**config.mk**
```make
export PLATFORM = sky130hd
export DESIGN_NAME = lbm_stream_addr_gen
export DESIGN_NICKNAME = d
export VERILOG_FILES = /design/src/rtl/lbm_pkg.sv /design/src/rtl/lbm_neighbour_calc.sv /design/src/rtl/lbm_stream_addr_gen.sv
export SDC_FILE = /design/constraint.sdc
export NUM_CORES = 1
export LEC_CHECK = 0
export ABC_AREA = 0
export ABC_CLOCK_PERIOD_IN_PS = 3200
export CORE_MARGIN = 1.5
export CORE_UTILIZATION = 35
export CTS_CLUSTER_DIAMETER = 100
export DETAILED_ROUTE_END_ITERATION = 8
export PLACE_DENSITY_LB_ADDON = 0.12
export SLEW_MARGIN = 15
export SYNTH_ARGS = -nofsm -noshare
export SYNTH_HDL_FRONTEND = slang
export SYNTH_SLANG_ARGS = --single-unit
```
**constraint.sdc**
```tcl
create_clock -name clk_i -period 3.2 [get_ports clk_i]
set_input_delay 0.64 -clock clk_i [delete_from_list [all_inputs] [get_ports clk_i]]
set_output_delay 0.64 -clock clk_i [all_outputs]
set_load 0.01 [all_outputs]
```
**src/rtl/lbm_pkg.sv**
```systemverilog
// Shared D2Q9 lattice definitions: direction encoding, unit offsets and the
// opposite-direction table used by bounce-back.
package lbm_pkg;

  typedef enum logic [3:0] {
    DIR_REST = 4'd0,
    DIR_E    = 4'd1,
    DIR_N    = 4'd2,
    DIR_W    = 4'd3,
    DIR_S    = 4'd4,
    DIR_NE   = 4'd5,
    DIR_NW   = 4'd6,
    DIR_SW   = 4'd7,
    DIR_SE   = 4'd8
  } dir_t;

  localparam int NUM_DIRS = 9;

  localparam logic signed [1:0] DX [NUM_DIRS] = '{
    2'sb00, 2'sb01, 2'sb00, 2'sb11, 2'sb00, 2'sb01, 2'sb11, 2'sb11, 2'sb01
  };

  localparam logic signed [1:0] DY [NUM_DIRS] = '{
    2'sb00, 2'sb00, 2'sb01, 2'sb00, 2'sb11, 2'sb01, 2'sb01, 2'sb11, 2'sb11
  };

  localparam dir_t OPP [NUM_DIRS] = '{
    DIR_REST, DIR_W, DIR_S, DIR_E, DIR_N, DIR_SW, DIR_SE, DIR_NE, DIR_NW
  };

endpackage

```
**src/rtl/lbm_neighbour_calc.sv**
```systemverilog
// Combinational neighbour lookup: applies a D2Q9 offset to (row, col) with
// power-of-two wrap, and flags when the row offset leaves the grid.
module lbm_neighbour_calc
  import lbm_pkg::*;
#(
  parameter int ROW_WIDTH = 4,
  parameter int COL_WIDTH = 4,
  parameter bit WALLS_EN  = 1'b0
) (
  input  logic [ROW_WIDTH-1:0]           row_i,
  input  logic [COL_WIDTH-1:0]           col_i,
  input  dir_t                           dir_i,
  output logic [ROW_WIDTH+COL_WIDTH-1:0] dst_o,
  output logic                           wall_o
);

  logic signed [1:0]    dx;
  logic signed [1:0]    dy;
  logic [ROW_WIDTH:0]   rowSum;
  logic [COL_WIDTH-1:0] colSum;

  // One extra row bit exposes both underflow (-1) and overflow (H) as its MSB.
  always_comb begin
    dx     = DX[dir_i];
    dy     = DY[dir_i];
    rowSum = {1'b0, row_i} + {{(ROW_WIDTH-1){dy[1]}}, dy};
    colSum = col_i + {{(COL_WIDTH-2){dx[1]}}, dx};
    dst_o  = {rowSum[ROW_WIDTH-1:0], colSum};
    wall_o = WALLS_EN && rowSum[ROW_WIDTH];
  end

endmodule

```
**src/rtl/lbm_stream_addr_gen.sv**
```systemverilog
// D2Q9 streaming address generator: one cell in, nine (src, dst, dir) beats out.
// Define LBM_BOUNCE_BACK_EN to turn rows 0 and H-1 into no-slip bounce-back walls.
module lbm_stream_addr_gen
  import lbm_pkg::*;
#(
  parameter int GRID_DIM      = 256,
  parameter int GRID_W        = 16,
  parameter int ADDRESS_WIDTH = $clog2(GRID_DIM),
  parameter int ROW_WIDTH     = $clog2(GRID_DIM / GRID_W),
  parameter int COL_WIDTH     = $clog2(GRID_W)
) (
  input  logic                     clk_i,
  input  logic                     rst_ni,
  input  logic                     enable_i,
  input  logic                     in_valid_i,
  output logic                     in_ready_o,
  input  logic [ADDRESS_WIDTH-1:0] cell_addr_i,
  output logic                     out_valid_o,
  input  logic                     out_ready_i,
  output logic [3:0]               dir_o,
  output logic [ADDRESS_WIDTH-1:0] src_addr_o,
  output logic [ADDRESS_WIDTH-1:0] dst_addr_o,
  output logic                     last_dir_o,
  output logic                     bounce_o,
  output logic                     frame_done_o
);

`ifdef LBM_BOUNCE_BACK_EN
  localparam bit WallsEn = 1'b1;
`else
  localparam bit WallsEn = 1'b0;
`endif

  localparam logic [ADDRESS_WIDTH-1:0] LastAddr = ADDRESS_WIDTH'(GRID_DIM - 1);

  typedef enum logic {
    ST_IDLE,
    ST_GEN
  } state_t;

  state_t                     state_q;
  dir_t                       dir_q;
  logic [ADDRESS_WIDTH-1:0]   src_q;
  logic                       frame_q;

  logic                       outValid;
  logic                       lastBeat;
  logic                       beatAccept;
  logic                       takeCell;
  logic [ADDRESS_WIDTH-1:0]   nbrDst;
  logic                       wallCross;

  assign outValid   = (state_q == ST_GEN);
  assign lastBeat   = (dir_q == DIR_SE);
  assign beatAccept = enable_i && outValid && out_ready_i;
  assign in_ready_o = enable_i && ((state_q == ST_IDLE) || (outValid && out_ready_i && lastBeat));
  assign takeCell   = in_ready_o && in_valid_i;

  // Taking a new cell on the final beat's handshake keeps back-to-back cells bubble-free.
  always_ff @(posedge clk_i or negedge rst_ni) begin
    if (!rst_ni) begin
      state_q <= ST_IDLE;
      dir_q   <= DIR_REST;
      src_q   <= '0;
      frame_q <= 1'b0;
    end else if (enable_i) begin
      frame_q <= beatAccept && lastBeat && (src_q == LastAddr);
      if (takeCell) begin
        src_q   <= cell_addr_i;
        dir_q   <= DIR_REST;
        state_q <= ST_GEN;
      end else if (beatAccept) begin
        if (lastBeat) begin
          state_q <= ST_IDLE;
        end else begin
          dir_q <= dir_t'(dir_q + 4'd1);
        end
      end
    end else begin
      frame_q <= 1'b0;
    end
  end

  lbm_neighbour_calc #(
    .ROW_WIDTH (ROW_WIDTH),
    .COL_WIDTH (COL_WIDTH),
    .WALLS_EN  (WallsEn)
  ) u_neighbour (
    .row_i  (src_q[ADDRESS_WIDTH-1:COL_WIDTH]),
    .col_i  (src_q[COL_WIDTH-1:0]),
    .dir_i  (dir_q),
    .dst_o  (nbrDst),
    .wall_o (wallCross)
  );

  // A wall-crossing beat reflects back into the source cell along the opposite link.
  assign out_valid_o  = outValid;
  assign src_addr_o   = src_q;
  assign dst_addr_o   = wallCross ? src_q : nbrDst;
  assign dir_o        = wallCross ? OPP[dir_q] : dir_q;
  assign bounce_o     = outValid && wallCross;
  assign last_dir_o   = outValid && lastBeat;
  assign frame_done_o = frame_q && enable_i;

endmodule

```
# Word-level counts from Yosys, hierarchy flattened
# Memories as Yosys holds them, arrays and structs flattened.
# Cells that the tools add are included.
[totals]
register_bits = 14
mem_bits_ro = 64
input_bits = 13
wordCells = 42
memories = 2
[mem_list]
columns = ["name", "words", "word_bits", "read_ports", "rd_clocked_by_memory_dff", "wr", "line", "source"]
rows = [
  ["(no name shown)", 16, 2, 1, 0, 0, "lbm_neighbour_calc.sv:24", "dx = DX[dir_i];"],
  ["(no name shown)", 16, 2, 1, 0, 0, "lbm_neighbour_calc.sv:25", "dy = DY[dir_i];"],
]
[classes]
addsub = 3
n_lt_le_gt_ge = 1
eq_ne = 3
mux = 11
bitwise_logic = 2
n_reduce_logical = 16
[ops]
columns = ["cell", "n"]
rows = [
  ["two-way mux 4 bit", 3],
  ["logical AND 1 bit", 10],
  ["adder 4 bit", 2],
  ["== test 8 bit, second input constant", 1],
  ["two-way mux 2 bit", 4],
  ["AND reduction 3 bit", 2],
  ["greater-or-equal comparator 5 bit, second input constant", 1],
  ["NOT 4 -> 5 bit", 1],
  ["adder 4 x 1 -> 4 bit, second input constant", 1],
  ["== test 4 bit, second input constant", 1],
  ["two-way mux 1 bit", 4],
  ["nonzero test 2 bit", 2],
  ["!= test 2 x 1 -> 1 bit, second input constant", 1],
  ["AND reduction 2 bit", 1],
  ["logical OR 1 bit", 1],
  ["NOT 1 bit", 1],
]

# Longest topological paths before layout
# Gate-level depths: netlist of the first run.
[depth]
ltp_word = 7
mapped_depth = 9

# Cells and area by module
# Synthesis of the first run repeated with hierarchy kept, for this count alone.
[hier_totals]
cells_unflattened = 122
hier_area_um2 = 1198.6
[modules_own_cells]
columns = ["mod", "instances", "cells_per_inst", "area_each_um2", "seq_area_each_um2"]
rows = [
  ["lbm_stream_addr_gen", 1, 83, 855.8, 350.3],
  ["lbm_neighbour_calc", 1, 39, 342.8, 0.0],
]

# Worst setup path before layout of the first run
# Ideal clock, no wire load.
[synth_timing]
path_kind = "reg2out"
startpoint = "reg dir_q[0]"
endpoint = "out dst_addr_o[7]"
t_arrival_ns = 2.072
path_slack_ns = 0.488
stages_incl_launch_ff = 10
cell_sequence = "dfrtp_1 > inv_1 > ha_1 > inv_1 > a21oi_1 > inv_1 > ha_1 > a21o_1 > a21oi_1 > xor3_1"
[synth_via]
elab_chain_len = 5
[synth_rtl]
columns = ["item", "line", "source"]
rows = [
  ["start, declared", "lbm_stream_addr_gen.sv:42", "dir_t dir_q;"],
  ["start signal, assigned", "lbm_stream_addr_gen.sv:76", "dir_q <= dir_t'(dir_q + 4'd1);"],
  ["NOT 4 -> 5 bit (not written as such)", "lbm_neighbour_calc.sv:25", ""],
  ["memory read (16 x 2 bit)", "--", ""],
  ["two-way mux 2 bit (not written as such) (2 in series)", "lbm_neighbour_calc.sv:25", ""],
  ["adder 4 bit", "lbm_neighbour_calc.sv:26", "rowSum = {1'b0, row_i} + {{(ROW_WIDTH-1){dy[1]}}, dy};"],
  ["end, declared", "lbm_stream_addr_gen.sv:22", "output logic [ADDRESS_WIDTH-1:0] dst_addr_o,"],
]
# No other way between the ends. The select of a mux whose other input is x is not followed.

# Worst setup path in the final report of the first run
[layout_timing]
startpoint = "reg dir_q[0]"
endpoint = "out dst_addr_o[3]"
[layout_via]
elab_chain_len = 5
[layout_rtl]
columns = ["item", "line", "source"]
rows = [
  ["NOT 4 -> 5 bit (not written as such)", "lbm_neighbour_calc.sv:24", ""],
  ["memory read (16 x 2 bit)", "--", ""],
  ["two-way mux 2 bit (not written as such) (2 in series)", "lbm_neighbour_calc.sv:24", ""],
  ["adder 4 bit", "lbm_neighbour_calc.sv:27", "colSum = col_i + {{(COL_WIDTH-2){dx[1]}}, dx};"],
]
# No other way between the ends. The select of a mux whose other input is x is not followed.

==> reports/metrics.cfg, run 1 <==
[run_status]
status=complete, no violations

[hold_path]
min_path_type=reg -> reg
hold_end=src_addr_o[7]
hold_depth=1
min_from=src_addr_o[7]

[logic_synthesis]
ys.flop_type=dfrtp_1
synth_edf_count=0
synth_top_area_share=0.345
ys_seq_area_frac=0.345
syn_inst=102
syn_area_sq_um=1010
synthArstFlopShare=1.00
syn_area_per_cell_sq_um=9.95
synth_seq_cells=14
yosysUniqueCellTypes=33
ys_top_cells_by_count=15 x inv_1, 14 x dfrtp_1, 9 x ha_1
synth.largest_area_cell=dfrtp_1
syn_nets=126
ys_warn_count=0
synth.top_cells.by_area=dfrtp_1 35%, ha_1 11%, mux2_2 8.9%, inv_1 5.5%, a21oi_1 3.9%
yosysMostFrequentCell=inv_1

[sta]
grt_setup_unrepaired=no
slew_headroom=0.545
finClkSkew_ns=0.00167
fin_crit_sh=0.964
finalHoldViolations=0
worstMarginPinSlew_ns=0.681
fin_tns_setup_ns=0
fmax_ghz=0.324
timing.hold.ws_ns=0.585
report.final.setup_viol=0
post-route-min-period_ns=3.09
drv_slew=0

[layout]
final_nets=177
n_fill_cell=264
drive_above_1_share=0.276
n_antenna_cell=0
area_growth_pct=53.9
register_area_sq_um=352
multiInputGateArea_sq_um=618

[floorplan]
die_x_microns=56.8
core_sq_um=2760
rows=19
io_pins=38
dieArea_sq_um=3230
floorplan.initialDensity=0.368
die_h_microns=56.8

[global_route]
grt_max_degree=15
grt_antenna_before_repair=0
gr-total-overflow=0
track_usage=0.172
grt_pass1_wl_microns=4390
grt_pass1_vias=939

[place]
portBuffers=36
hpwl_microns=1830
routabilityCongestion=0.847

[clock_network]
clock_latency_ns=0.28
cts_sinks=14
postCtsHoldBufs=0
cts-buffers-inserted=3
cts_root_buffer=clkbuf_4
cts_tree=built
h-tree-depth=1
cts-root-to-sink-buffers=2
clk_pin_slew_worst_paths_ns=0.09

[worst_setup_path]
end_kind=primary output
timing.rr.end=src_addr_o[3]
critPathLaunchType=flip-flop
worstPathRequired_ns=2.56
worst-setup-path-type=reg -> out
reg2reg_depth=6
rrSetupSlack_ns=1.17
cp.arrival_ns=2.45
cp_max_fo=4
reg2reg_from=dir_q[0]

[detailed_routing]
routed_wl_microns=2520
ant_nets=0
drt-pass1-iter-count=2
vias=930
routedWlPerCell_microns=13.8
route.detailed.drc=0
drt_iter0_markers=21
viasPerCell=5.08

[job]
drv_cap=0

[pwr]
leakagePower_uw=0.000718
peakVddDrop_mv=0.747
p_per_area_nw_per_um2=1210

cell usage in the layout, fill, tap and decap left out, drive strengths merged, types with 2 or more instances in the layout:
cell type / n
clkdlybuf4s50: 30
inv: 15
buf: 14
dfrtp: 14
a21oi: 10
ha: 9
mux2: 8
o21ai: 7
clkbuf: 5
nand2: 4
nand3: 4
a21o: 2
o32a: 2
and3: 2
xnor2: 2
nand4: 2
fa: 2
dlygate4sd2: 2
clkdlybuf4s15: 2
and2: 2
or3: 2
how the worst max path moves through the flow:
stage                     startpoint       endpoint
after floorplan             dir_q[0]  dst_addr_o[7]
after global placement      dir_q[1]  dst_addr_o[3]
after detailed placement    dir_q[1]  dst_addr_o[3]
after CTS                   dir_q[0]  dst_addr_o[3]
after global routing        dir_q[0]  dst_addr_o[1]
final                       dir_q[0]  dst_addr_o[3]
repair_timing:
item                       CTS  global route
setup buffers                5             4
cloned                       0             0
setup endpoints to repair    6             4
resized for setup            9            11
pin swaps                    0             1
per-layer routing:
layer	wire [microns]	up-vias	track usage
met5	0	-	0
met4	15	0	0.0399
met3	135	2	0.0484
met2	1220	30	0.277
met1	1150	444	0.228
li1	-	454	-
flip-flops by register name, summed over array words and instances (netlist names):
register / count
src_addr_o: 8
dir_q: 4
frame_q: 1
out_valid_o: 1
cells by family after synthesis:
kind of cell | share of synthesized area
mux | 0.0986
other cells | 0.00370
xor+xnor | 0.0407
flops | 0.345
simple gates | 0.141
compound gates | 0.136
fa+ha+maj | 0.150
buf+inv | 0.0851
critical path, cell delays in order, from the launching register on:
cell	delay [ns]
dfrtp_1	0.41
buf_4	0.14
ha_2	0.18
mux2i_2	0.20
or2_4	0.17
inv_2	0.06
ha_4	0.22
and3_1	0.17
o32a_1	0.18
a32o_1	0.20
clkdlybuf4s15_1	0.23
through the flow:
step | std cells | power (uW) | utilization | area [sq um] | worst slack, ns
finish | 183 | 1890 | 0.566 | 1560 | 0.115
global route | 183 | 2070 | 0.566 | 1560 | 0.00290
CTS | 179 | 1830 | 0.544 | 1500 | -0.110
detailed placement | 170 | 1710 | 0.515 | 1420 | 0.0966
global placement | 170 | 1690 | 0.515 | 1420 | 0.125
floorplan | 102 | 1050 | - | 1010 | 0.488
area by class of cell:
type / count / share of cell area
well taps: 31 / 0.0248
repair buffers: 50 / 0.295
clock buffers: 4 / 0.0232
inverters: 15 / 0.0361
flip-flops and latches: 14 / 0.225
multi-input cells: 69 / 0.396
where the power goes:
| part | internal (uW) | switching (uW) |
|---|---|---|
| sequential | 255 | 121 |
| clock | 69.3 | 59.3 |
| combinational | 813 | 578 |
| total | 1140 | 758 |
No activity file was read; power rests on OpenSTA's default activity.
==> inputs of run 2 (changes only) <==
--- a/config.mk
+++ b/config.mk
@@ -7,8 +7,10 @@
 export LEC_CHECK = 0
 export ABC_AREA = 0
 export ABC_CLOCK_PERIOD_IN_PS = 3200
+export CELL_PAD_IN_SITES_DETAIL_PLACEMENT = 2
+export CELL_PAD_IN_SITES_GLOBAL_PLACEMENT = 2
 export CORE_MARGIN = 1.5
-export CORE_UTILIZATION = 35
+export CORE_UTILIZATION = 26
 export CTS_CLUSTER_DIAMETER = 100
 export DETAILED_ROUTE_END_ITERATION = 8
 export PLACE_DENSITY_LB_ADDON = 0.12
==> reports/metrics.cfg, run 2 (same netlist as run 1, synthesis figures left out) <==
[sta]
report.final.setup_viol=0  ; unchanged
fin_tns_setup_ns=0  ; unchanged
worstMarginPinSlew_ns=0.686  ; +0.00445 ns
grt_setup_unrepaired=no
post-route-min-period_ns=3.11  ; +0.0268 ns
fmax_ghz=0.321  ; -0.86%
slew_headroom=0.542  ; -0.00298
timing.hold.ws_ns=0.601  ; +0.0154 ns
finalHoldViolations=0  ; unchanged
finClkSkew_ns=0.00439  ; +0.00272 ns
fin_crit_sh=0.973  ; +0.00838
drv_slew=0  ; unchanged

[worst_setup_path]
cp.arrival_ns=2.47  ; +0.02 ns
rrSetupSlack_ns=1.22  ; +0.05 ns
worst-setup-path-type=reg -> out
end_kind=primary output
cp_max_fo=4  ; unchanged
timing.rr.end=src_addr_o[0]
critPathLaunchType=flip-flop
reg2reg_depth=4  ; -2
reg2reg_from=dir_q[3]
worstPathRequired_ns=2.56  ; about the same

[global_route]
grt_max_degree=15  ; unchanged
gr-total-overflow=0  ; unchanged
grtUsageMet2=0.306  ; +0.0287
busiest_layer=met2
grt_pass1_wl_microns=5490  ; +25%
grt_antenna_before_repair=0  ; unchanged
grt_pass1_vias=1091  ; +16%
track_usage=0.173  ; +0.00137
grtUsageMet3=0.0428  ; -0.00558
use_met1=0.208  ; -0.0197

[pwr]
leakagePower_uw=0.000735  ; +2.4%
p_per_area_nw_per_um2=1260  ; +3.6%
peakVddDrop_mv=0.675  ; -9.6%

[layout]
multiInputGateArea_sq_um=641  ; +3.6%
largest_register_ffs=8  ; unchanged
final_common_cell=clkdlybuf4s50_1
register_area_sq_um=353  ; +0.36%
final_nets=176  ; -0.56%
n_fill_cell=416  ; +58%
layout_common_cells=30 x clkdlybuf4s50_1, 13 x inv_1, 13 x buf_4
n_antenna_cell=0  ; unchanged
area_growth_pct=59.9
drive_above_1_share=0.278  ; +0.00183

[clock_network]
cts-root-to-sink-buffers=2  ; unchanged
h-tree-depth=1  ; unchanged
clk_pin_slew_worst_paths_ns=0.06  ; -0.03 ns
postCtsHoldBufs=0  ; unchanged
cts_root_buffer=clkbuf_8
cts_tree=built
cts-buffers-inserted=3  ; unchanged
clock_latency_ns=0.25  ; -0.03 ns
cts_sinks=14  ; unchanged

[place]
hpwl_microns=2410  ; +32%
routabilityCongestion=0.765  ; -9.7%
portBuffers=36  ; unchanged

[hold_path]
min_from=src_addr_o[6]
hold_end=src_addr_o[6]
hold_depth=1  ; unchanged
min_path_type=reg -> reg

[detailed_routing]
routedWlPerCell_microns=16.9  ; +23%
ant_nets=0  ; unchanged
routed_wl_microns=3370  ; +34%
viasPerCell=4.77  ; -6.2%
drt-pass1-iter-count=4  ; +2
drt_iter0_markers=37  ; +76%
vias=949  ; +2.0%
route.detailed.drc=0  ; unchanged

[floorplan]
core_sq_um=3720  ; +35%
floorplan.initialDensity=0.273  ; -0.0949
die_x_microns=65.5  ; +15%
die_h_microns=65.5  ; +15%
dieArea_sq_um=4290  ; +33%
io_pins=38  ; unchanged
rows=22  ; +3

[run_status]
status=complete, no violations

[job]
drv_cap=0  ; unchanged

==> run 2: cell types whose count changed in the layout (fill, tap and decap cells not counted), moves of 2 or more <==
cell             change
clkdlybuf4s15_1      -2
dlygate4sd2_1        +2
clkbuf_8             +3
clkbuf_4             -3
==> run 2: worst max-delay path by stage <==
stage | startpoint | to | slack (ns) | depth (start not counted)
after global routing | dir_q[0] | dst_addr_o[3] | 0.005 | 10
final | dir_q[0] | dst_addr_o[3] | 0.09 | 10
after detailed placement | dir_q[0] | dst_addr_o[7] | 0.02 | 10
after floorplan | dir_q[0] | dst_addr_o[7] | 0.49 | 9
after CTS | dir_q[0] | dst_addr_o[3] | -0.08 | 10
after global placement | dir_q[0] | dst_addr_o[3] | 0.16 | 9
==> run 2: report_power, final <==
part | leakage [uW] | switching (uW) | total, uW | internal, uW
Combinational | 0.000537 | 638 | 1480 | 841
Clock | 0.0000288 | 68.5 | 178 | 109
Sequential | 0.000169 | 127 | 383 | 257
Total | 0.000735 | 834 | 2040 | 1210
==> run 2: per-layer routing <==
metal / routed length [microns] / part of all wire / vias up
met2: 1810 / 0.54 / 22
met1: 1420 / 0.42 / 468
li1: - / - / 455
met3: 112 / 0.033 / 4
met5: 0 / 0 / -
met4: 25 / 0.0074 / 0
==> run 2: layout make-up <==
class | instances | share of cell area
clock buffer | 4 | 0.0339
inverter | 15 | 0.0347
multi-input combinational | 69 | 0.395
sequential | 14 | 0.217
tap | 48 | 0.0370
timing repair buffer | 49 | 0.282
==> run 2: repair_timing <==
item,in CTS,in global routing
gates cloned,0,0
pin swaps,0,2
endpoints found under the setup margin,6,4
endpoints found under the hold margin,0,0
buffers inserted,3,3
gates resized for setup,8,12
==> run 2: through the flow <==
stage	instance area, sq um	total power (uW)	instances	utilization	worst slack [ns]
2_1_floorplan	1010	1050	102	-	0.488
3_3_place_gp	1460	1730	189	0.392	0.156
3_5_place_dp	1460	1780	189	0.392	0.0197
4_1_cts	1540	1960	196	0.414	-0.0806
5_1_grt	1620	2230	199	0.437	0.00453
6_report	1620	2040	199	0.437	0.0879
==> run 2: worst max-delay path, stage by stage, from the launching register on <==
cell and delay (ns):
dfrtp_2 0.43, buf_4 0.15, ha_2 0.20, mux2i_4 0.17, or2_4 0.16, inv_2 0.06, ha_4 0.22, and3_1 0.17
o32a_1 0.18, a32o_1 0.20, dlygate4sd2_1 0.28
==> inputs of run 3 (changes only) <==
--- a/config.mk
+++ b/config.mk
@@ -7,12 +7,14 @@
 export LEC_CHECK = 0
 export ABC_AREA = 0
 export ABC_CLOCK_PERIOD_IN_PS = 3200
+export CAP_MARGIN = 5
 export CELL_PAD_IN_SITES_DETAIL_PLACEMENT = 2
 export CELL_PAD_IN_SITES_GLOBAL_PLACEMENT = 2
 export CORE_MARGIN = 1.5
-export CORE_UTILIZATION = 26
+export CORE_UTILIZATION = 35
 export CTS_CLUSTER_DIAMETER = 100
 export DETAILED_ROUTE_END_ITERATION = 8
+export DONT_BUFFER_PORTS = 1
 export PLACE_DENSITY_LB_ADDON = 0.12
 export SLEW_MARGIN = 15
 export SYNTH_ARGS = -nofsm -noshare
==> reports/metrics.cfg, run 3 (same netlist as run 1, synthesis figures left out) <==
[run_status]
status=complete, no violations

[worst_setup_path]
timing.rr.end=src_addr_o[5]
rrSetupSlack_ns=1.13  ; -0.09 ns
worstPathRequired_ns=2.56  ; about the same
cp_slowest_cell=dfrtp_2
critPathMaxStageDelay_ns=0.49  ; +0.06 ns
crit_start=dir_q[1]
end_kind=primary output
reg2reg_depth=6  ; +2
cp_max_fo=7  ; +3
reg2reg_from=dir_q[0]
path_cells=ha_1 -> mux2i_4 -> or2_2 -> inv_1 -> ha_1 -> and3_1 -> o32a_1 -> a32o_1
worst-setup-path-type=reg -> out
critPathLaunchType=flip-flop
cp.arrival_ns=2.39  ; -0.08 ns
timing.critical_path.mode_cell=ha_1

[floorplan]
rows=19  ; -14%
floorplan.initialDensity=0.368  ; +0.0949
core_sq_um=2760  ; -26%
io_pins=38  ; unchanged
dieArea_sq_um=3230  ; -25%
die_x_microns=56.8  ; -13%
die_h_microns=56.8  ; -13%

[clock_network]
cts_root_buffer=clkbuf_4
cts-buffers-inserted=3  ; unchanged
clock_latency_ns=0.28  ; +0.03 ns
clk_pin_slew_worst_paths_ns=0.09  ; +0.03 ns
cts_setup_buffers=0  ; -3
cts_tree=built
h-tree-depth=1  ; unchanged
cts-root-to-sink-buffers=2  ; unchanged
cts_sinks=14  ; unchanged

[detailed_routing]
ant_nets=0  ; unchanged
drt-pass1-iter-count=4  ; unchanged
route.detailed.drc=0  ; unchanged
routedWlPerCell_microns=18.7  ; +11%
drt_iter0_markers=11  ; -70%
viasPerCell=5.54  ; +16%
routed_wl_microns=2550  ; -24%
vias=753  ; -21%

[global_route]
grt_pass1_vias=847  ; -22%
grt_antenna_before_repair=0  ; unchanged
gr-total-overflow=0  ; unchanged
grt_max_degree=15  ; unchanged
track_usage=0.173  ; -0.000412
grt_pass1_wl_microns=4280  ; -22%

[sta]
fin_ws_ns=0.174  ; +0.0860 ns
drv_slew=0  ; unchanged
post-route-min-period_ns=3.03  ; -0.0860 ns
finClkSkew_ns=0.00206  ; -0.00233 ns
timing.hold.ws_ns=0.0363  ; -0.564 ns
report.final.setup_viol=0  ; unchanged
fin_crit_sh=0.946  ; -0.0269
grt_setup_unrepaired=no
fin_tns_setup_ns=0  ; unchanged
fmax_ghz=0.330  ; +2.8%
finalHoldViolations=0  ; unchanged

[layout]
n_antenna_cell=0  ; unchanged
n_fill_cell=309  ; -26%
largest_register_ffs=8  ; unchanged
drive_above_1_share=0.229  ; -0.0496
area_growth_pct=8.14
final_common_cell=inv_1
layout_common_cells=15 x inv_1, 12 x dfrtp_1, 9 x ha_1
final_nets=130  ; -26%

[place]
place_ws_ns=0.312  ; +0.293 ns
portBuffers=0  ; -100%
hpwl_microns=1950  ; -19%
routabilityCongestion=0.773  ; +1.1%

[hold_path]
min_path_type=in -> async

[job]
drv_cap=0  ; unchanged

[pwr]
peakVddDrop_mv=0.849  ; +26%
leakagePower_uw=0.000520  ; -29%
p_per_area_nw_per_um2=1240  ; -1.6%

run 3: cell count changes in the layout (fill, tap and decap cells not counted), moves of 2 or more:
cell	change
clkbuf_4	+3
buf_4	-10
a21oi_1	+2
a21oi_2	-2
inv_2	-2
dlymetal6s2s_1	-2
ha_1	+4
ha_4	-3
dlygate4sd2_1	-4
inv_1	+2
clkbuf_8	-3
clkdlybuf4s50_1	-30
run 3: cell type report:
class	instances	area, sq um	share of cell area
Inverter	15	56.3	0.0513
Multi-Input combinational cell	69	591	0.538
Tap cell	31	38.8	0.0353
Sequential cell	14	353	0.322
Clock buffer	4	36.3	0.0331
Timing Repair Buffer	3	22.5	0.0205
run 3: stage by stage:
step	area, sq um	total power, uW	instances	utilization
2_1_floorplan	1010	1050	102	-
3_3_place_gp	1050	1210	132	0.379
3_5_place_dp	1050	1230	132	0.379
4_1_cts	1090	1380	136	0.394
5_1_grt	1100	1490	136	0.398
6_report	1100	1360	136	0.398
run 3: routing by layer:
layer	part of all wire	track usage	vias to the layer above
met3	0.064	0.0392	0
met5	0	0	-
met1	0.45	0.232	369
met2	0.48	0.282	26
li1	-	-	358
met4	0	0.0399	0
run 3: what timing repair did:
| item | 4_1_cts | 5_1_grt |
|---|---|---|
| hold buffers | 0 | 0 |
| gates resized for setup | 1 | 3 |
| endpoints found under the setup margin | 1 | 2 |
run 3: worst max-delay path: cells and delay by family, from the launching register on:
kind	cells	cell delay [ns]
adder cells (fa/ha/maj)	2	0.57
flip-flops	1	0.49
AO/OA/AOI/OAI	2	0.41
AND/OR/NAND/NOR	2	0.35
multiplexers	1	0.21
buffers and inverters	1	0.06
run 3: power breakdown:
| part | leakage, uW | internal (uW) | total, uW | switching [uW] |
|---|---|---|---|---|
| clock network | 0.0000210 | 69.3 | 132 | 63.2 |
| registers | 0.000169 | 256 | 426 | 170 |
| logic | 0.000330 | 367 | 800 | 433 |
run 3: worst max path at each step:
stage | to | slack [ns]
after floorplan | dst_addr_o[7] | 0.49
after global placement | dst_addr_o[3] | 0.37
after detailed placement | dst_addr_o[3] | 0.31
after CTS | dst_addr_o[3] | 0.03
after global routing | dst_addr_o[3] | 0.05
final | dst_addr_o[3] | 0.17
